--- src/rtl/vga_sync_receiver.sv ---
// Recovers pixel coordinates from a raw hsync/vsync/video_on stream, measures line and frame
// timing against the configured mode, and reports lock state and timing violations.
module vga_sync_receiver #(
  parameter int unsigned HActive    = 640,
  parameter int unsigned HFp        = 16,
  parameter int unsigned HSync      = 96,
  parameter int unsigned HBp        = 48,
  parameter int unsigned VActive    = 480,
  parameter int unsigned VFp        = 10,
  parameter int unsigned VSync      = 2,
  parameter int unsigned VBp        = 33,
  parameter bit          SyncPol    = 1'b0,
  parameter int unsigned LockFrames = 2
) (
  input  logic        clk_i,
  input  logic        rst_ni,
  input  logic        hsync_i,
  input  logic        vsync_i,
  input  logic        video_on_i,
  output logic [9:0]  x_o,
  output logic [9:0]  y_o,
  output logic        de_o,
  output logic        locked_o,
  output logic        frame_start_o,
  output logic        h_err_o,
  output logic        v_err_o,
  output logic        de_err_o,
  output logic [11:0] line_len_o,
  output logic [9:0]  frame_lines_o
);

  localparam int unsigned HTotal = HActive + HFp + HSync + HBp;
  localparam int unsigned VTotal = VActive + VFp + VSync + VBp;

  localparam logic [9:0] XMax    = 10'(HTotal - 1);
  localparam logic [9:0] YMax    = 10'(VTotal - 1);
  localparam logic [9:0] XAct    = 10'(HActive);
  localparam logic [9:0] YAct    = 10'(VActive);
  localparam logic [9:0] HEdgeX  = 10'(HActive + HFp);
  localparam logic [9:0] VEdgeY  = 10'(VActive + VFp);
  localparam logic [7:0] LockCnt = 8'(LockFrames);

  typedef enum logic [1:0] {StSearch, StHLock, StAcquire, StLocked} state_e;

  state_e      state_q, state_d;
  logic        hs_s1_q, vs_s1_q, vid_s1_q;
  logic        hs_s2_q, vs_s2_q;
  logic        h_edge, v_edge;

  logic [9:0]  x_q, x_d, x_inc;
  logic [9:0]  y_q, y_d;
  logic [7:0]  good_cnt_q, good_cnt_d;
  logic [11:0] h_meas_q, h_meas_d, line_len_q, line_len_d;
  logic [9:0]  v_meas_q, v_meas_d, frame_lines_q, frame_lines_d;

  logic        h_chk, v_chk, v_at_edge;
  logic        h_err_d, v_err_d, h_err_q, v_err_q;
  logic        is_locked;
  logic        de_d, de_q, locked_q, frame_start_d, frame_start_q, de_err_d, de_err_q;

  // Stage 1 sample plus its previous value; sync regs reset to the idle level.
  always_ff @(posedge clk_i or negedge rst_ni) begin
    if (!rst_ni) begin
      hs_s1_q  <= ~SyncPol;
      vs_s1_q  <= ~SyncPol;
      vid_s1_q <= 1'b0;
      hs_s2_q  <= ~SyncPol;
      vs_s2_q  <= ~SyncPol;
    end else begin
      hs_s1_q  <= hsync_i;
      vs_s1_q  <= vsync_i;
      vid_s1_q <= video_on_i;
      hs_s2_q  <= hs_s1_q;
      vs_s2_q  <= vs_s1_q;
    end
  end

  assign h_edge = (hs_s1_q == SyncPol) && (hs_s2_q != SyncPol);
  assign v_edge = (vs_s1_q == SyncPol) && (vs_s2_q != SyncPol);

  // Coordinate of the sample currently held in stage 1.
  always_comb begin
    x_inc = (x_q == XMax) ? 10'd0 : x_q + 10'd1;
    x_d   = h_edge ? HEdgeX : x_inc;
    y_d   = y_q;
    if (x_d == 10'd0) begin
      y_d = (y_q == YMax) ? 10'd0 : y_q + 10'd1;
    end
    if (state_q == StHLock && v_edge && x_d == 10'd0) begin
      y_d = VEdgeY;
    end
  end

  // An edge off-position and a missing edge at the expected position are both violations.
  always_comb begin
    h_chk     = (state_q != StSearch);
    v_chk     = (state_q == StAcquire) || (state_q == StLocked);
    v_at_edge = (x_d == 10'd0) && (y_d == VEdgeY);
    h_err_d   = h_chk && (h_edge ? (x_inc != HEdgeX) : (x_inc == HEdgeX));
    v_err_d   = v_chk && (v_edge ? !v_at_edge : v_at_edge);
  end

  always_ff @(posedge clk_i or negedge rst_ni) begin
    if (!rst_ni) begin
      state_q    <= StSearch;
      good_cnt_q <= 8'd0;
    end else begin
      state_q    <= state_d;
      good_cnt_q <= good_cnt_d;
    end
  end

  always_comb begin
    state_d    = state_q;
    good_cnt_d = good_cnt_q;
    unique case (state_q)
      StSearch: begin
        if (h_edge) state_d = StHLock;
      end
      StHLock: begin
        if (v_edge && x_d == 10'd0) begin
          state_d    = StAcquire;
          good_cnt_d = 8'd0;
        end
      end
      StAcquire: begin
        if (v_err_d) begin
          state_d    = StHLock;
          good_cnt_d = 8'd0;
        end else if (v_edge) begin
          good_cnt_d = good_cnt_q + 8'd1;
          if (good_cnt_d == LockCnt) state_d = StLocked;
        end
      end
      StLocked: begin
        if (v_err_d) begin
          state_d    = StHLock;
          good_cnt_d = 8'd0;
        end
      end
      default: state_d = StSearch;
    endcase
    // Horizontal loss overrides any vertical outcome.
    if (h_err_d) begin
      state_d    = StSearch;
      good_cnt_d = 8'd0;
    end
  end

  always_comb begin
    is_locked     = (state_q == StLocked);
    de_d          = (x_d < XAct) && (y_d < YAct);
    frame_start_d = is_locked && (x_d == 10'd0) && (y_d == 10'd0);
    de_err_d      = is_locked && (vid_s1_q != de_d);
  end

  // Measurement counters restart at 1 on their edge and saturate at full scale.
  always_comb begin
    h_meas_d      = h_meas_q;
    line_len_d    = line_len_q;
    v_meas_d      = v_meas_q;
    frame_lines_d = frame_lines_q;
    if (h_edge) begin
      line_len_d = h_meas_q;
      h_meas_d   = 12'd1;
    end else if (h_meas_q != 12'hfff) begin
      h_meas_d = h_meas_q + 12'd1;
    end
    if (v_edge) begin
      frame_lines_d = v_meas_q;
      v_meas_d      = 10'd1;
    end else if (x_d == 10'd0 && v_meas_q != 10'h3ff) begin
      v_meas_d = v_meas_q + 10'd1;
    end
  end

  always_ff @(posedge clk_i or negedge rst_ni) begin
    if (!rst_ni) begin
      x_q           <= 10'd0;
      y_q           <= 10'd0;
      de_q          <= 1'b0;
      locked_q      <= 1'b0;
      frame_start_q <= 1'b0;
      h_err_q       <= 1'b0;
      v_err_q       <= 1'b0;
      de_err_q      <= 1'b0;
      h_meas_q      <= 12'd0;
      line_len_q    <= 12'd0;
      v_meas_q      <= 10'd0;
      frame_lines_q <= 10'd0;
    end else begin
      x_q           <= x_d;
      y_q           <= y_d;
      de_q          <= de_d;
      locked_q      <= is_locked;
      frame_start_q <= frame_start_d;
      h_err_q       <= h_err_d;
      v_err_q       <= v_err_d;
      de_err_q      <= de_err_d;
      h_meas_q      <= h_meas_d;
      line_len_q    <= line_len_d;
      v_meas_q      <= v_meas_d;
      frame_lines_q <= frame_lines_d;
    end
  end

  assign x_o           = x_q;
  assign y_o           = y_q;
  assign de_o          = de_q;
  assign locked_o      = locked_q;
  assign frame_start_o = frame_start_q;
  assign h_err_o       = h_err_q;
  assign v_err_o       = v_err_q;
  assign de_err_o      = de_err_q;
  assign line_len_o    = line_len_q;
  assign frame_lines_o = frame_lines_q;

endmodule

--- config.mk ---
export PLATFORM = sky130hd
export DESIGN_NAME = vga_sync_receiver
export DESIGN_NICKNAME = d
export VERILOG_FILES = /design/src/rtl/vga_sync_receiver.sv
export SDC_FILE = /design/constraint.sdc
export NUM_CORES = 1
export LEC_CHECK = 0
export CORE_ASPECT_RATIO = 2
export CORE_UTILIZATION = 52
export CTS_CLUSTER_SIZE = 14
export DETAILED_ROUTE_END_ITERATION = 16
export PLACE_DENSITY = 0.75
export SYNTH_ARGS = -nofsm -noshare
export SYNTH_HDL_FRONTEND = slang
export SYNTH_SLANG_ARGS = --single-unit
--- constraint.sdc ---
create_clock -name clk_i -period 4.7 [get_ports clk_i]
set_input_delay 1.41 -clock clk_i [delete_from_list [all_inputs] [get_ports clk_i]]
set_output_delay 1.41 -clock clk_i [all_outputs]
set_load 0.05 [all_outputs]
# Yosys cells after proc, flatten, opt, wreduce, memory -nomap -nowiden

Index checks and enable logic that the tools add are counted.

Flip-flop bits (word level): 85
Bits in latches: 0
Memory bits (writable): 0
Memory bits (read-only): 0
Input bits: 5
Output and inout bits: 48
Logic and storage cells: 94
Memories kept: 0

Add/sub/neg operators: 5
Multipliers: 0
Divide/modulo/power cells: 0
$lt $le $gt $ge: 2
Eq/ne operators: 17
Shift operators: 0
Multiplexer cells: 25
Bitwise logic cells: 2
Reductions and logical operators: 24

Operators by type and width:

| operator                                                     | number |
|---|---|
| 2-to-1 mux 10 bit                                            | 7 |
| 2-to-1 mux 8 bit                                             | 5 |
| adder 10 x 1 -> 10 bit (second input constant)               | 3 |
| equality test 10 bit (second input constant)                 | 3 |
| 2-to-1 mux 12 bit                                            | 2 |
| one-hot mux 8 bit (3 select lines)                           | 1 |
| logical NOT 10 bit                                           | 2 |
| != test 10 bit (second input constant)                       | 2 |
| 2-to-1 mux 2 bit                                             | 7 |
| logical AND 1 bit                                            | 13 |
| adder 12 x 1 -> 12 bit (second input constant)               | 1 |
| != test 12 bit (second input constant)                       | 1 |
| equality test 10 x 9 -> 1 bit (second input constant)        | 1 |
| less-than comparator 10 bit (second input constant)          | 1 |
| less-than comparator 10 x 9 -> 1 bit (second input constant) | 1 |
| adder 8 x 1 -> 8 bit (second input constant)                 | 1 |
| equality test 8 x 2 -> 1 bit (second input constant)         | 1 |
| one-hot mux 2 bit (4 select lines)                           | 1 |
| != test 3 bit (second input constant)                        | 2 |
| nonzero test 2 bit                                           | 3 |
| AND reduction 5 bit                                          | 1 |
| equality test 2 bit (second input constant)                  | 2 |
| != test 4 x 3 -> 1 bit (second input constant)               | 1 |
| != test 4 bit (second input constant)                        | 1 |
| 10 further kinds                                             | 12 |

# Logic depth before layout (Yosys ltp)

Gate-level depths: netlist of run 1.

Word-level depth: 14
Gate-level depth with buffers: 15
Mapped depth without buffers: 13

# Worst setup path before layout of run 1

No wires, ideal clock.

Kind: register -> register
From: register x_q[0] (netlist: x_o[0])
To: register good_cnt_q[2]
Library setup time: 126 ps
Data arrival time: 3609 ps
Required time: 4574 ps
Path slack: 965 ps
Cell stages (with the launch flop): 16
Path buffers: 3
Clock period less this slack: 3735 ps
Cells stage by stage: dfrtp_1 -> ha_1 -> and4_1 -> buf_2 -> a32oi_1 -> a21boi_2 -> and4_4 -> and3_4 -> buf_6 -> o221a_4 -> and4_4 -> nand3_2 -> a31o_1 -> a21bo_1 -> buf_6 -> a221o_1

Cells in the longest elaborated chain, start to end: 14
Elaborated cells on any way between the ends: 26
Classes of those cells: add/sub (1); eq/ne (7); mux (9); reduce/logical (9)

RTL lines:

| item                                                                  | line   | text |
|---|---|---|
| start: declaration                                                    | 50     | `logic [9:0] x_q, x_d, x_inc;` |
| start signal: assignment                                              | 179    | `x_q <= 10'd0;` |
| start signal: assignment                                              | 192    | `x_q <= x_d;` |
| adder 10 x 1 -> 10 bit / equality test 10 bit (equally long branches) | 83     | `x_inc = (x_q == XMax) ? 10'd0 : x_q + 10'd1;` |
| 2-to-1 mux 10 bit *                                                   | 83     |  |
| 2-to-1 mux 10 bit *                                                   | 84     | `x_d = h_edge ? HEdgeX : x_inc;` |
| logical NOT 10 bit *                                                  | 86, 89 |  |
| 2-to-1 mux 10 bit / logical AND 1 bit (equally long branches)         | 86, 89 |  |
| 2-to-1 mux 10 bit *                                                   | 89     | `if (state_q == StHLock && v_edge && x_d == 10'd0) begin` |
| named net y_d[8]                                                      | 51     | `logic [9:0] y_q, y_d;` |
| equality test 10 x 9 -> 1 bit *                                       | 98     | `v_at_edge = (x_d == 10'd0) && (y_d == VEdgeY);` |
| logical AND 1 bit *                                                   | 98     |  |
| logical NOT 1 bit                                                     | 100    | `v_err_d = v_chk && (v_edge ? !v_at_edge : v_at_edge);` |
| 2-to-1 mux 1 bit *                                                    | 100    |  |
| logical AND 1 bit *                                                   | 100    |  |
| 2-to-1 mux 8 bit                                                      | 127    | `if (v_err_d) begin` |
| one-hot mux 8 bit (3 select lines)                                    | 116    | `unique case (state_q)` |
| 2-to-1 mux 8 bit                                                      | 144    | `if (h_err_d) begin` |
| end signal: assignment                                                | 109    | `good_cnt_q <= good_cnt_d;` |
| end: declaration                                                      | 52     | `logic [7:0] good_cnt_q, good_cnt_d;` |

Mark *: on every way through the listed nets, which the timed path passes. The rest lies on a longest branch.
A chain may end at the register's enable or synchronous reset.

# Final worst setup path of run 1

From: register x_q[0] (netlist: x_o[0])
To: register good_cnt_q[6]

Cells in the longest elaborated chain, start to end: 14
Elaborated cells on any way between the ends: 26
Classes of those cells: add/sub (1); eq/ne (7); mux (9); reduce/logical (9)

RTL lines:

| item                                                                  | line |
|---|---|
| adder 10 x 1 -> 10 bit / equality test 10 bit (equally long branches) | 83 |
| 2-to-1 mux 10 bit *                                                   | 83 |
| 2-to-1 mux 10 bit                                                     | 84 |
| logical NOT 10 bit                                                    | -- |
| 2-to-1 mux 10 bit / logical AND 1 bit (equally long branches)         | 86, 89 |
| 2-to-1 mux 10 bit                                                     | 89 |
| equality test 10 x 9 -> 1 bit                                         | 98 |
| logical AND 1 bit                                                     | 98 |
| logical NOT 1 bit                                                     | 100 |
| 2-to-1 mux 1 bit                                                      | 100 |
| logical AND 1 bit                                                     | 100 |
| 2-to-1 mux 8 bit                                                      | 127 |
| one-hot mux 8 bit (3 select lines)                                    | 116 |
| 2-to-1 mux 8 bit                                                      | 144 |

Mark *: on every way between the ends. The rest lies on a longest branch, timed or not.

==> impl_results.md, run 1 <==
* Status: completed
* Htree depth at 3
* Antenna Cells at 0
* Hold Violations, Final at 0
* Clock Skews at 0.007828 ns
* Starting Density at 0.5301
* Most frequent cell after synthesis: nand2_1
* Setup-failing EPs final at 0
* Tightest Pin Transition at 1.037 ns
* Area of the multi-input gates at 0.002077 mm^2
* Sw Share at 0.3280
* Final #Nets at 534
* Setup TNS at 0 ns
* Std cell rows at 47
* Io pins at 53
* Area growth from synthesis to layout at 20.24%
* Post CTS Setup Buffer Count at 0
* Internal power component at 1.409 mW
* Clk Latency, worst-skew pair at 0.34 ns
* Psw at 0.6879 mW
* CTS tree: done
* Register Area at 0.002132 mm^2
* Cell Area, Synth at 0.004364 mm^2
* Synth area leaders: dfrtp_1, nand2_1, nor2_1
* HP Start: vs_s1_q
* Clock sink count at 85
* First-pass iteration count of the detailed router at 4
* Clock tree buffer depth at 2
* Post-CTS resize count at 0
* CP required at 4.92 ns
* Hold path depth at 0
* Fmax at 267.1 MHz
* Sequential share of the synthesized area at 0.4885
* Routability Congestion at 0.9139
* CTS clk-pin slew, worst paths at 0.07 ns
* Post-DP HPWL at 6.585 mm
* CP max FO at 11
* DRT iter0 DRCs at 235
* FF-to-FF setup slack at 0.96 ns
* Comb pwr share at 0.244
* Vias in the first global route at 3,570
* Height of the die at 131.6 um
* Post-route DRC at 0
* Synth area leader: dfrtp_1
* Yosys top cell area share at 0.4644
* Worst r2r src: x_o[0]
* Worst slew margin at 0.3088
* Pwr per Cell Area at 399.7 mW/mm^2
* Post-synth EDFFs at 0
* Die area at 0.008786 mm^2
* Seq cells post-synth at 85
* First-pass GRT wire length at 16.13 mm
* Synth Flop Type: dfrtp_1
* Minimum clock period at 3.744 ns
* Setup CP Type: flip-flop to flip-flop
* RSZ-0062 raised after global routing: no
* Critical Path AT at 3.96 ns
* Syn_area_per_cell at 9.305 um^2
* Period utilisation layout at 0.7965
* Hold endpoint: vs_s2_q
* Post-CTS Hold Fix Bufs at 0
* All-Layer GR Usage at 0.2388
* Async S/R FF share, synth at 1.000
* Max VDD drop at 0.3615 mV
* Total Power at 2.097 mW
* Post-DRT Antenna Nets at 0
* Worst R2R End: good_cnt_q[6]
* Mapped Nets at 485
* Initial antenna violation count at 0
* Seq pwr share at 0.408
* Final WL at 9.480 mm
* Chip width at 66.78 um
* CORE AREA at 0.008233 mm^2
* Class of the tightest hold or removal check: flip-flop to flip-flop
* Max Slew Vio Count at 0
* Total number of vias at 3,537
* Critical Path Source Type: flip-flop
* Fillers at 705
* Ys Warns at 0
* Clk root buf: clkbuf_16
* Max cap viols at 0
* P_leak at 2.436 nW
* Commonest cells in the netlist: nand2_1, dfrtp_1, nor2_1
* Clock network fraction of total power at 0.348
* Post-DR wirelength/cell at 15.27 um
* Port-buffer cells at 52
* CTS buffer count at 9
* Vias per cell at 5.696
* Grt total ovfl at 0
* Setup crit end kind: flip-flop
* Synth cell types at 59
* Largest net degree at the start of global routing at 86
* Share of cells above drive strength 1 at 0.07648
* Cells after synthesis at 469
* R2R cell count at 12
-- layout make-up --
cell class | count | area share
clock buffer | 11 | 0.04816
clock inverter | 5 | 0.01121
inverter | 15 | 0.01073
multi-input combinational | 351 | 0.3958
sequential | 85 | 0.4063
tap | 98 | 0.02337
timing repair buffer | 56 | 0.1044
-- flip-flops by register name, indices dropped and copies added, names as in the netlist --
register	flops
x_o	10
hs_s2_q	1
state_q	2
vs_s2_q	1
de_err_o	1
good_cnt_q	8
y_o	10
vs_s1_q	1
hs_s1_q	1
frame_start_o	1
de_o	1
vid_s1_q	1
line_len_o	12
locked_o	1
frame_lines_o	10
h_err_o	1
v_err_o	1
h_meas_q	12
v_meas_q	10
-- power groups by stage --
stage	clock network, mW	logic (mW)	registers, mW
floorplan	0	0.266	0.972
global placement	0	0.496	0.865
detailed placement	0	0.509	0.869
CTS	0.740	0.513	0.856
global route	0.768	0.553	0.866
finish	0.730	0.511	0.856
-- worst max path at each step --
stage               startpoint             to  cells after the start
floorplan               x_o[0]  good_cnt_q[2]                     15
global placement        x_o[0]  good_cnt_q[3]                     12
detailed placement      x_o[0]  good_cnt_q[6]                     12
CTS                     x_o[0]  good_cnt_q[6]                     12
global route            x_o[0]  good_cnt_q[6]                     12
finish                  x_o[0]  good_cnt_q[6]                     12
-- layout by cell type, fill, tap and decap left out, types with 5 or more instances in the layout --
cell / synthesis / final
nand2_1: 102 / 102
dfrtp_1: 81 / 81
clkdlybuf4s50_1: 0 / 51
nor2_1: 42 / 42
nand3_1: 31 / 31
o21ai_0: 18 / 18
inv_1: 15 / 15
and3_1: 14 / 14
xnor2_1: 14 / 14
xor2_1: 14 / 14
a21oi_1: 14 / 14
ha_1: 11 / 11
nand4_1: 9 / 9
clkbuf_16: 0 / 9
nor3_1: 7 / 7
nor2b_1: 6 / 6
a221o_1: 6 / 6
nand2b_1: 5 / 5
buf_4: 0 / 5
-- cell families (layout without fill, tap and decap cells) --
logic type                 count (synthesis)  count (layout)  synth area share
and+or+nand+nor                          238             238            0.2597
adders and majority gates                 11              11           0.03154
muxes                                      5               5           0.01175
xor gates and xnor gates                  28              28           0.05619
DFF                                       85              85            0.4885
buffers and inverters                     33              87           0.03555
AOI/OAI and AO/OA                         69              69            0.1167
-- routing by layer --
| layer | global-route usage | part of all wire | wire length (um) |
|---|---|---|---|
| met5 | 0 | 0 | 0 |
| met4 | 0.1300 | 0.038 | 361 |
| met2 | 0.3906 | 0.52 | 4922 |
| met1 | 0.2774 | 0.40 | 3828 |
| met3 | 0.05729 | 0.039 | 368 |
-- per-stage QoR --
step | hold WS (ns) | util | worst slack (ns) | instance area (um^2) | instances
global route | 0.3746 | 0.6374 | 0.5870 | 5248 | 621
finish | 0.3662 | 0.6374 | 0.9563 | 5248 | 621
CTS | 0.3701 | 0.6374 | 1.016 | 5248 | 621
floorplan | 0.3581 | - | 0.9654 | 4364 | 469
global placement | 0.3599 | 0.5995 | 1.187 | 4936 | 605
detailed placement | 0.3653 | 0.5995 | 1.040 | 4936 | 605
-- critical path, stage by stage (launching register included) --
cell and delay [ns]:
dfrtp_1 0.50, ha_1 0.32, and4_1 0.35, a32oi_1 0.11
a21boi_2 0.20, and4_4 0.27, and3_4 0.28, o21ai_0 0.13
a21oi_1 0.30, nand3_2 0.17, a31o_1 0.27, a21bo_1 0.31
a221o_1 0.40
No activity file was read; power rests on OpenSTA's default activity.
==> inputs of run 2 (changes only) <==
- clock period: 4.7 -> 3.93 ns (I/O delays scaled with it)
==> run 2 against run 1 <==
Clock power rose by 32%; clock skew fell by 0.0023 ns; design area rose by 0.81%; die area did not move.
==> impl_results.md, run 2 (synthesis results as in run 1) <==
* Initial antenna violation count at 0 (unchanged)
* Die area at 0.008786 mm^2 (unchanged)
* Io pins at 53 (unchanged)
* Status: completed
* Height of the die at 131.6 um (unchanged)
* Antenna Cells at 0 (unchanged)
* Vias per cell at 5.748 (+0.91%)
* CP peak stage delay at 0.49 ns (about the same)
* Largest net degree at the start of global routing at 86 (unchanged)
* Area growth from synthesis to layout at 21.22%
* DRT iter0 DRCs at 268 (+14%)
* Grt total ovfl at 0 (unchanged)
* Most frequent CP cell: and4_4
* Area of the multi-input gates at 0.002083 mm^2 (+0.30%)
* Std cell rows at 47 (unchanged)
* Setup-failing EPs final at 0 (unchanged)
* Final setup margin at 0.2853 ns (-0.6710 ns)
* Hold Violations, Final at 0 (unchanged)
* First-pass iteration count of the detailed router at 4 (unchanged)
* CP max FO at 11 (unchanged)
* Max Slew Vio Count at 0 (unchanged)
* Starting Density at 0.5301 (unchanged)
* Cells along the critical path: ha_2, and4_1, a32oi_1, a21boi_2, and4_4, and3_4, a31oi_2, and4_4, a21o_1, a31o_1, a21bo_1, a221o_1
* Post-Route Utilization at 0.6426 (+0.005167)
* RSZ-0062 raised after global routing: no
* Setup TNS at 0 ns (unchanged)
* Max VDD drop at 0.3737 mV (+3.4%)
* CORE AREA at 0.008233 mm^2 (unchanged)
* Share of cells above drive strength 1 at 0.08015 (+0.003671)
* Htree depth at 3 (unchanged)
* Post-DR wirelength/cell at 15.09 um (-1.2%)
* Commonest non-fill, non-tap cells in the layout: nand2_1, dfrtp_1, clkdlybuf4s50_1, nor2_1, nand3_1
* Port-buffer cells at 52 (unchanged)
* Setup crit end kind: flip-flop
* Clk root buf: clkbuf_16
* Critical Path AT at 3.86 ns (-0.10 ns)
* P_leak at 2.453 nW (+0.70%)
* Tightest Pin Transition at 1.060 ns (+0.02290 ns)
* Post-DRT Antenna Nets at 0 (unchanged)
* Total number of vias at 3,575 (+1.1%)
* Pwr per Cell Area at 490.2 mW/mm^2 (+23%)
* CTS tree: done
* Final WL at 9.385 mm (-1.0%)
* CTS buffer count at 9 (unchanged)
* Period utilisation layout at 0.9274 (+0.1309)
* Clock sink count at 85 (unchanged)
* Vias in the first global route at 3,616 (+1.3%)
* Worst slew margin at 0.2935 (-0.01526)
* Post-route DRC at 0 (unchanged)
* Post-CTS Hold Fix Bufs at 0 (unchanged)
* Pre-CTS WS at 0.2530 ns (-0.7865 ns)
* Fillers at 680 (-3.5%)
* Clock Skews at 0.005480 ns (-0.002348 ns)
* Final #Nets at 535 (+0.19%)
* Chip width at 66.78 um (unchanged)
* Crit path max-delay cell type: dfrtp_1
* First-pass GRT wire length at 16.37 mm (+1.5%)
* Clk Latency, worst-skew pair at 0.34 ns (about the same)
* CTS clk-pin slew, worst paths at 0.06 ns (about the same)
* Critical Path Source Type: flip-flop
* Minimum clock period at 3.645 ns (-0.09897 ns)
* Post-DP HPWL at 6.643 mm (+0.87%)
* Clock tree buffer depth at 2 (unchanged)
* Class of the tightest hold or removal check: flip-flop to flip-flop
* Setup CP Type: flip-flop to flip-flop
* Routability Congestion at 0.9047 (-1.0%)
* Max cap viols at 0 (unchanged)
* CP required at 4.15 ns (-0.77 ns)
* All-Layer GR Usage at 0.2432 (+0.004450)
* Fmax at 274.4 MHz (+2.7%)
* Register Area at 0.002132 mm^2 (unchanged)
* Most common cell after layout, fill and taps aside: nand2_1
## run 2: cell types whose count changed in the layout (fill, tap and decap cells not counted), sizes merged
cell	delta
bufinv	+2
clkinvlp	-1
clkbuf	-1
buf	+1
## run 2: layer usage
metal | track usage | vias up | routed length [um]
met5 | 0 | - | 0
met4 | 0.1312 | 0 | 370
met3 | 0.05556 | 30 | 385
met2 | 0.4012 | 96 | 4891
met1 | 0.2817 | 1723 | 3737
li1 | - | 1726 | -
## run 2: layout make-up
type	instances	share of cell area
timing repair buffer	57	0.1050
clock inverter	6	0.02105
clock buffer	10	0.04328
inverter	15	0.01064
sequential	85	0.4030
tap	98	0.02318
multi-input combinational	351	0.3938
## run 2: report_power, final
group | switching, mW | leakage [nW] | internal, mW
Clock | 0.339 | 0.163 | 0.621
Combinational | 0.396 | 1.16 | 0.212
Sequential | 0.0778 | 1.13 | 0.947
Total | 0.814 | 2.45 | 1.78
## run 2: path summary, 6_finish.rpt
path                            startpoint               end  slack (ns)  cells after the start
worst max-delay path                x_o[0]     good_cnt_q[7]        0.29                     12
worst min-delay path               vs_s1_q           vs_s2_q        0.37                      0
worst max register to register      x_o[0]     good_cnt_q[7]        0.29                     12
worst min register to register     vs_s1_q           vs_s2_q        0.37                      0
max in group asynchronous           rst_ni  frame_lines_o[0]        2.23                      1
min in group asynchronous           rst_ni            x_o[3]        1.02                      1
## run 2: stage by stage
step	instance area, um^2	hold WS, ns	power [mW]	cells
after floorplan	4364	0.3581	1.482	469
after global placement	4943	0.3603	1.629	606
after detailed placement	4943	0.3641	1.649	606
after CTS	5284	0.3749	2.613	622
after global routing	5290	0.3832	2.715	622
final	5290	0.3732	2.593	622
## run 2: what timing repair did
item | 4_1_cts | 5_1_grt
setup endpoints to repair | 0 | 6
buffers inserted | 0 | 0
gates resized for setup | 0 | 2
## run 2: worst max-delay path, delay by kind of cell (launching register included)
family | cells | cell delay [ns]
adder cells (fa/ha/maj) | 1 | 0.29
AND/OR/NAND/NOR | 4 | 1.14
AO/OA/AOI/OAI | 7 | 1.60
flip-flops | 1 | 0.49
